File: src/rtl/gf_2to128_multiplier_digit_serial_if.sv
// Handshake bundle for the digit-serial GF(2^128) multiplier: an operand
// channel (valid/ready with X and Y) and a result channel (valid/ready with Z).
interface gf_2to128_multiplier_digit_serial_if #(
    parameter int NB_DATA = 128
);
    logic               i_valid;
    logic               o_ready;
    logic [NB_DATA-1:0] i_data_x;
    logic [NB_DATA-1:0] i_data_y;
    logic               o_valid;
    logic               i_ready;
    logic [NB_DATA-1:0] o_data_z;

    // Upstream sequencer / downstream accumulator side
    modport master (
        output i_valid, i_data_x, i_data_y, i_ready,
        input  o_ready, o_valid, o_data_z
    );

    // Multiplier side
    modport slave (
        input  i_valid, i_data_x, i_data_y, i_ready,
        output o_ready, o_valid, o_data_z
    );
endinterface

File: src/rtl/gf_2to128_multiplier_digit_serial.sv
// Digit-serial GF(2^128) multiplier, GCM bit ordering (bit 127 = x^0).
// Z = X*Y mod x^128 + x^7 + x^2 + x + 1. NB_DIGIT bits of X are consumed per
// clock, so one product takes NB_DATA/NB_DIGIT busy cycles.
module gf_2to128_multiplier_digit_serial #(
    parameter int NB_DATA  = 128,
    parameter int NB_DIGIT = 8
) (
    input  logic                                i_clock,
    input  logic                                i_reset,
    gf_2to128_multiplier_digit_serial_if.slave  bus
);

    localparam bit BAD_CONF = (NB_DATA != 128) || (NB_DIGIT < 1) ||
                              (NB_DATA % NB_DIGIT != 0);
    localparam int N_CYCLES = NB_DATA / NB_DIGIT;
    localparam int CNT_W    = (N_CYCLES > 1) ? $clog2(N_CYCLES) : 1;
    localparam logic [CNT_W-1:0] CNT_LAST = CNT_W'(N_CYCLES - 1);
    // Reduction constant: x^0 + x^1 + x^2 + x^7 in reflected bit order
    localparam logic [NB_DATA-1:0] R_POLY = {8'he1, {(NB_DATA-8){1'b0}}};

    generate
        if (BAD_CONF) begin : g_bad_conf
            $error("gf_2to128_multiplier_digit_serial: NB_DATA must be 128 and divisible by NB_DIGIT");
        end
    endgenerate

    typedef enum logic [1:0] {
        ST_IDLE = 2'd0,
        ST_BUSY = 2'd1,
        ST_DONE = 2'd2
    } state_t;

    state_t             state_q;
    logic [CNT_W-1:0]   cnt_q;
    logic [NB_DATA-1:0] x_q;
    logic [NB_DATA-1:0] v_q;
    logic [NB_DATA-1:0] z_q;
    logic [NB_DATA-1:0] res_q;
    logic               valid_q;

    logic [NB_DATA-1:0] x_d;
    logic [NB_DATA-1:0] v_d;
    logic [NB_DATA-1:0] z_d;
    logic               ready_s;
    logic               accept_s;

    // Operand ready: idle, or finishing a result that is consumed this edge
    always_comb begin
        ready_s  = (state_q == ST_IDLE) || ((state_q == ST_DONE) && bus.i_ready);
        accept_s = bus.i_valid && ready_s;
    end

    // One digit: NB_DIGIT cascaded conditional-add / multiply-by-x steps, X MSB first
    always_comb begin
        x_d = x_q;
        v_d = v_q;
        z_d = z_q;
        for (int k = 0; k < NB_DIGIT; k++) begin
            z_d = z_d ^ (x_d[NB_DATA-1] ? v_d : {NB_DATA{1'b0}});
            v_d = (v_d >> 1'b1) ^ (v_d[0] ? R_POLY : {NB_DATA{1'b0}});
            x_d = x_d << 1'b1;
        end
    end

    // Control FSM and datapath registers; result register only loads on entry to DONE
    always_ff @(posedge i_clock or posedge i_reset) begin
        if (i_reset) begin
            state_q <= ST_IDLE;
            cnt_q   <= '0;
            x_q     <= '0;
            v_q     <= '0;
            z_q     <= '0;
            res_q   <= '0;
            valid_q <= 1'b0;
        end else begin
            case (state_q)
                ST_IDLE: begin
                    if (accept_s) begin
                        x_q     <= bus.i_data_x;
                        v_q     <= bus.i_data_y;
                        z_q     <= '0;
                        cnt_q   <= '0;
                        state_q <= ST_BUSY;
                    end else begin
                        state_q <= ST_IDLE;
                    end
                end
                ST_BUSY: begin
                    x_q   <= x_d;
                    v_q   <= v_d;
                    z_q   <= z_d;
                    cnt_q <= cnt_q + CNT_W'(1);
                    if (cnt_q == CNT_LAST) begin
                        res_q   <= z_d;
                        valid_q <= 1'b1;
                        state_q <= ST_DONE;
                    end else begin
                        state_q <= ST_BUSY;
                    end
                end
                ST_DONE: begin
                    if (bus.i_ready) begin
                        valid_q <= 1'b0;
                        if (accept_s) begin
                            x_q     <= bus.i_data_x;
                            v_q     <= bus.i_data_y;
                            z_q     <= '0;
                            cnt_q   <= '0;
                            state_q <= ST_BUSY;
                        end else begin
                            state_q <= ST_IDLE;
                        end
                    end else begin
                        state_q <= ST_DONE;
                    end
                end
                default: begin
                    valid_q <= 1'b0;
                    state_q <= ST_IDLE;
                end
            endcase
        end
    end

    assign bus.o_ready  = ready_s;
    assign bus.o_valid  = valid_q;
    assign bus.o_data_z = res_q;

endmodule

File: src/flat_wrapper.sv
// flat-port wrapper written by rule: the top's interface ports become plain ports
module gf_2to128_multiplier_digit_serial_flat 
#(
    parameter int NB_DATA  = 128,
    parameter int NB_DIGIT = 8
)
  (i_clock, i_reset, bus_i_valid, bus_i_data_x, bus_i_data_y, bus_i_ready, bus_o_ready, bus_o_valid, bus_o_data_z);
  gf_2to128_multiplier_digit_serial_if #(.NB_DATA(NB_DATA)) bus_i ();
  input  logic i_clock;
  input  logic i_reset;
  input wire logic [$bits(bus_i.i_valid)-1:0] bus_i_valid;
  input wire logic [$bits(bus_i.i_data_x)-1:0] bus_i_data_x;
  input wire logic [$bits(bus_i.i_data_y)-1:0] bus_i_data_y;
  input wire logic [$bits(bus_i.i_ready)-1:0] bus_i_ready;
  output wire logic [$bits(bus_i.o_ready)-1:0] bus_o_ready;
  output wire logic [$bits(bus_i.o_valid)-1:0] bus_o_valid;
  output wire logic [$bits(bus_i.o_data_z)-1:0] bus_o_data_z;
  assign bus_i.i_valid = bus_i_valid;
  assign bus_i.i_data_x = bus_i_data_x;
  assign bus_i.i_data_y = bus_i_data_y;
  assign bus_i.i_ready = bus_i_ready;
  assign bus_o_ready = bus_i.o_ready;
  assign bus_o_valid = bus_i.o_valid;
  assign bus_o_data_z = bus_i.o_data_z;
  gf_2to128_multiplier_digit_serial #(.NB_DATA(NB_DATA), .NB_DIGIT(NB_DIGIT)) u_core (.i_clock(i_clock), .i_reset(i_reset), .bus(bus_i));
endmodule
File: config.mk
export PLATFORM = sky130hd
export DESIGN_NAME = gf_2to128_multiplier_digit_serial_flat
export DESIGN_NICKNAME = d
export VERILOG_FILES = /design/src/rtl/gf_2to128_multiplier_digit_serial_if.sv /design/src/rtl/gf_2to128_multiplier_digit_serial.sv /design/src/flat_wrapper.sv
export SDC_FILE = /design/constraint.sdc
export NUM_CORES = 2
export LEC_CHECK = 0
export CAP_MARGIN = 20
export CORE_MARGIN = 4
export CORE_UTILIZATION = 27
export DETAILED_ROUTE_END_ITERATION = 8
export PLACE_DENSITY_LB_ADDON = 0.25
export SLEW_MARGIN = 20
export SYNTH_ARGS = -nofsm -noshare
export SYNTH_HDL_FRONTEND = slang
export SYNTH_SLANG_ARGS = --single-unit
File: constraint.sdc
create_clock -name i_clock -period 18.8 [get_ports i_clock]
set_clock_uncertainty 0.15 [all_clocks]
set_input_delay 1.88 -clock i_clock [delete_from_list [all_inputs] [get_ports i_clock]]
set_output_delay 1.88 -clock i_clock [all_outputs]
set_load 0.05 [all_outputs]
* After elaboration in Yosys (flattened, before gate mapping)
Cells that the tools add are included.
** Word-level totals
- Bits in registers :: 519
- Input bits :: 260
- Logic and storage cells :: 73
** Operators by class
- $add $sub $neg :: 1
- Equality and inequality tests :: 5
- Multiplexer cells :: 35
- Bitwise gates (word level) :: 17
- Reduce and logical (&&, ||, !) cells :: 8
** Operators by type and width (count)
- $mux 128 :: 22
- $pmux 128 s3 :: 3
- $xor 127x128->128 :: 8
- $xor 128x128->128 :: 8
- $pmux 4 s3 :: 1
- $mux 4 :: 2
- $pmux 2 s3 :: 1
- $add 4x1->4 const B :: 1
- $eq 4x4->1 const B :: 1
- $mux 2 :: 2
- $reduce_and 2->1 :: 2
- $mux 1 :: 3
- $pmux 1 s3 :: 1
- $reduce_and 3->1 :: 1
- $reduce_bool 3->1 :: 1
- $eq 2x1->1 const B :: 1
- $eq 2x2->1 const B :: 1
- $logic_and 1x1->1 :: 2
- $logic_not 2->1 :: 1
- $ne 2x1->1 const B :: 1
- $ne 2x2->1 const B :: 1
- $logic_or 1x1->1 :: 1
- $not 1->1 :: 1

* Depth between registers and ports, before layout
- Word-level depth :: 17
- Gate-level depth with buffers :: 9
- Mapped depth without buffers :: 6

* Worst setup path after synthesis
No wires, ideal clock.
- Kind :: input port to output port
- From :: input port bus_i_ready
- To :: output port bus_o_ready
- Arrival :: 2.739 ns
- Required time :: 16.770 ns
- Path slack :: 14.031 ns
- Stages on the path :: 2
- Path buffers :: 0
- Cell sequence :: nand2b_1 -> nor2b_1
** Between the ends
- Cells in the longest elaborated chain, start to end :: 2
** RTL lines
- from (decl) :: RTL line flat_wrapper.sv:14 : input wire logic [$bits(bus_i.i_ready)-1:0] bus_i_ready;
- $logic_and 1x1->1 :: RTL line gf_2to128_multiplier_digit_serial.sv:49 : ready_s = (state_q == ST_IDLE) || ((state_q == ST_DONE) && bus.i_ready);
- $logic_or 1x1->1 :: RTL line gf_2to128_multiplier_digit_serial.sv:49
- to (decl) :: RTL line flat_wrapper.sv:15 : output wire logic [$bits(bus_i.o_ready)-1:0] bus_o_ready;
Every way passes these cells.

* Final worst setup path
Same ends and word-level chain as after synthesis.

==> impl_metrics.yaml <==
timing:
  finalSetupViolCount: 0
  rsz0062_at_grt: "no"
  fmax_mhz: 175.3
  drv_slew: 0
  min_period_over_period: 0.3034
  relSlewSlack: 0.2765
  setup_ws_ns: 13.10
  worst_slew_pin_slew_ns: 1.085
  finalSetupTns_ns: 0
  hold_violations: 0
  holdWs_ns: 0.3241
  fin_crit_ns: 5.704
flow_run:
  drv_cap: 0
clocking:
  worstSkewPairLatency_ns: 0.65
  cts.sinks: 519
  hold_buffers: 0
  post_cts_buffers: 0
  clk_pin_slew_worst_paths_ns: 0.06
  cts_tree: "yes"
  post_cts_resized: 0
  cts-root-buf: "clkbuf_16"
  numCtsBuffers: 70
  cts_buffer_depth: 3
  h-tree-depth: 3
yosys:
  synthTopCellsByArea: "dfrtp_1 37%, xnor2_1 22%, nand2_1 18%, a31oi_1 4.4%, xor2_1 3.5%"
  synthFlopType: "dfrtp_1"
  synth-edff-count: 0
  synth_area_leader_cell: "dfrtp_1"
  synth_warnings: 0
  ys_ff_latch: 519
  ys_seq_area_frac: 0.3709
  synth.distinct_cells: 30
  synth_common_cells: "1651 x nand2_1, 885 x xnor2_1, 519 x dfrtp_1, 251 x nor2_1, 248 x a31oi_1"
  avgSynthCellArea_um2: 7.658
  post-synth-top-count-cell: "nand2_1"
  syn_nets: 4834
  netlist_instances: 4573
  postSynth.asyncResetShare: 1.000
  syn_area_um2: 35020
  yosysTopAreaCellShare: 0.3709
route:
  drt_iter0_drc: 2400
  ant_nets: 0
  first_pass_iters: 5
  avgViaCountPerCell: 4.624
  drt_wl_total_um: 117600
  drc: 0
  vias: 29700
  wl_per_cell_um: 18.30
min_path:
  worstHoldStart: "u_core.bus.o_data_z[87]"
  hold_end: "u_core.bus.o_data_z[87]"
  whs_path_depth: 2
  hold_path.class: "reg -> reg"
floorplanning:
  start_util: 0.2732
  die_x_um: 368.1
  die_h_um: 368.1
  die-area_um2: 135500
  core_um2: 128200
  ioPinCount: 390
  rows: 131
placed_design:
  place_congestion: 0.7712
  dp_hpwl_um: 73430
  pre_cts_slack_ns: 13.05
  portBuffers: 389
grt:
  grt_pass1_vias: 29640
  grt_pass1_wl_um: 183500
  grt_use_total: 0.1702
  grt_max_degree: 229
  grt-ovfl-total: 0
  antenna_found_initial: 2
final_layout:
  nFillCells: 13550
  drive_above_1_share: 0.03558
  post-route-util: 0.3286
  area_delta_synth_final_pct: 20.28
  nNetsFinal: 4900
worst_setup_path:
  startpoint_type: "primary input"
  worst-path-max-fanout: 3
  crit_type: "in -> out"
  worst_setup_path_end_kind: "primary output"
  cp_data_required_time_ns: 16.77
  r2r_setup_slack_ns: 14.93
  r2r_end: "u_core.v_q[67]"
  worst-r2r-cell-count: 7
  timing.rr.start: "u_core.state_q[1]"
  cp.arrival_ns: 3.67
outcome:
  outcome: "complete, no violations"
[worst max-delay path by stage]
stage                            from                endpoint  slack, ns
after floorplan               i_reset  u_core.bus.o_data_z[0]       2.27
after global placement    bus_i_ready         u_core.v_q[122]      13.06
after detailed placement  bus_i_ready         u_core.v_q[121]      13.05
after CTS                 bus_i_ready             bus_o_ready      13.10
after global routing      bus_i_ready             bus_o_ready      13.06
final                     bus_i_ready             bus_o_ready      13.10
[sequential cells by signal (all words and copies together) (netlist names)]
name,flops
u_core.z_q,128
u_core.bus.o_valid,1
u_core.bus.o_data_z,128
u_core.cnt_q,4
u_core.v_q,128
u_core.x_q,128
u_core.state_q,2
[stage by stage]
| stage | instances | cell area, um2 |
|---|---|---|
| final | 6424 | 42120 |
| after global routing | 6422 | 42120 |
| after CTS | 6422 | 42120 |
| after detailed placement | 6296 | 39610 |
| after global placement | 6296 | 39610 |
| after floorplan | 4573 | 35020 |
[kinds of logic after synthesis]
family	synth area share
AOI/OAI and AO/OA	0.08432
muxes	0.002287
xor gates and xnor gates	0.2646
DFF	0.3709
and+or+nand+nor	0.2261
buffers and inverters	0.05145
adders and majority gates	0.0003572
[critical path, stage by stage]
cell and delay, ns:
clkdlybuf4s50_1 0.47, nand2b_1 0.11, nor2b_1 0.32, clkdlybuf4s50_1 0.89
[layer usage]
| metal | vias up | global-route usage | wire length [um] |
|---|---|---|---|
| li1 | 14510 | - | - |
| met1 | 14370 | 0.2370 | 55470 |
| met2 | 704 | 0.2669 | 52360 |
| met3 | 120 | 0.03768 | 7447 |
| met4 | 0 | 0.04334 | 2314 |
| met5 | - | 0 | 0 |
[final cells by class]
type                    count  area, um2  area share
clock buffers              94       2003     0.04756
flip-flops and latches    519      13020      0.3091
well taps                1729       2163     0.05136
clock inverters            32      498.0     0.01182
repair buffers            420       4164     0.09886
diodes                      2      5.005   0.0001188
multi-input cells        3625      20250      0.4808
inverters                   3      18.77   0.0004456
[cell usage in the layout, fill, tap and decap left out, drive strengths merged]
cell type / n
and2: 1
mux2i: 8
inv: 9
a22oi: 9
bufinv: 10
a21oi: 4
nor3b: 2
nor2b: 6
or2: 1
clkinvlp: 5
nor3: 1
clkinv: 11
xnor2: 886
clkbuf: 94
dfrtp: 519
nand2: 1651
nand4: 1
nand2b: 2
nor2: 251
nand3: 138
buf: 31
ha: 1
a31oi: 248
xnor3: 8
diode: 2
xor2: 145
o21a: 1
clkdlybuf4s50: 389
o21ai: 261
Power is not shown: default switching activity piles up to over one toggle a cycle in this logic, so the estimate is an artifact.
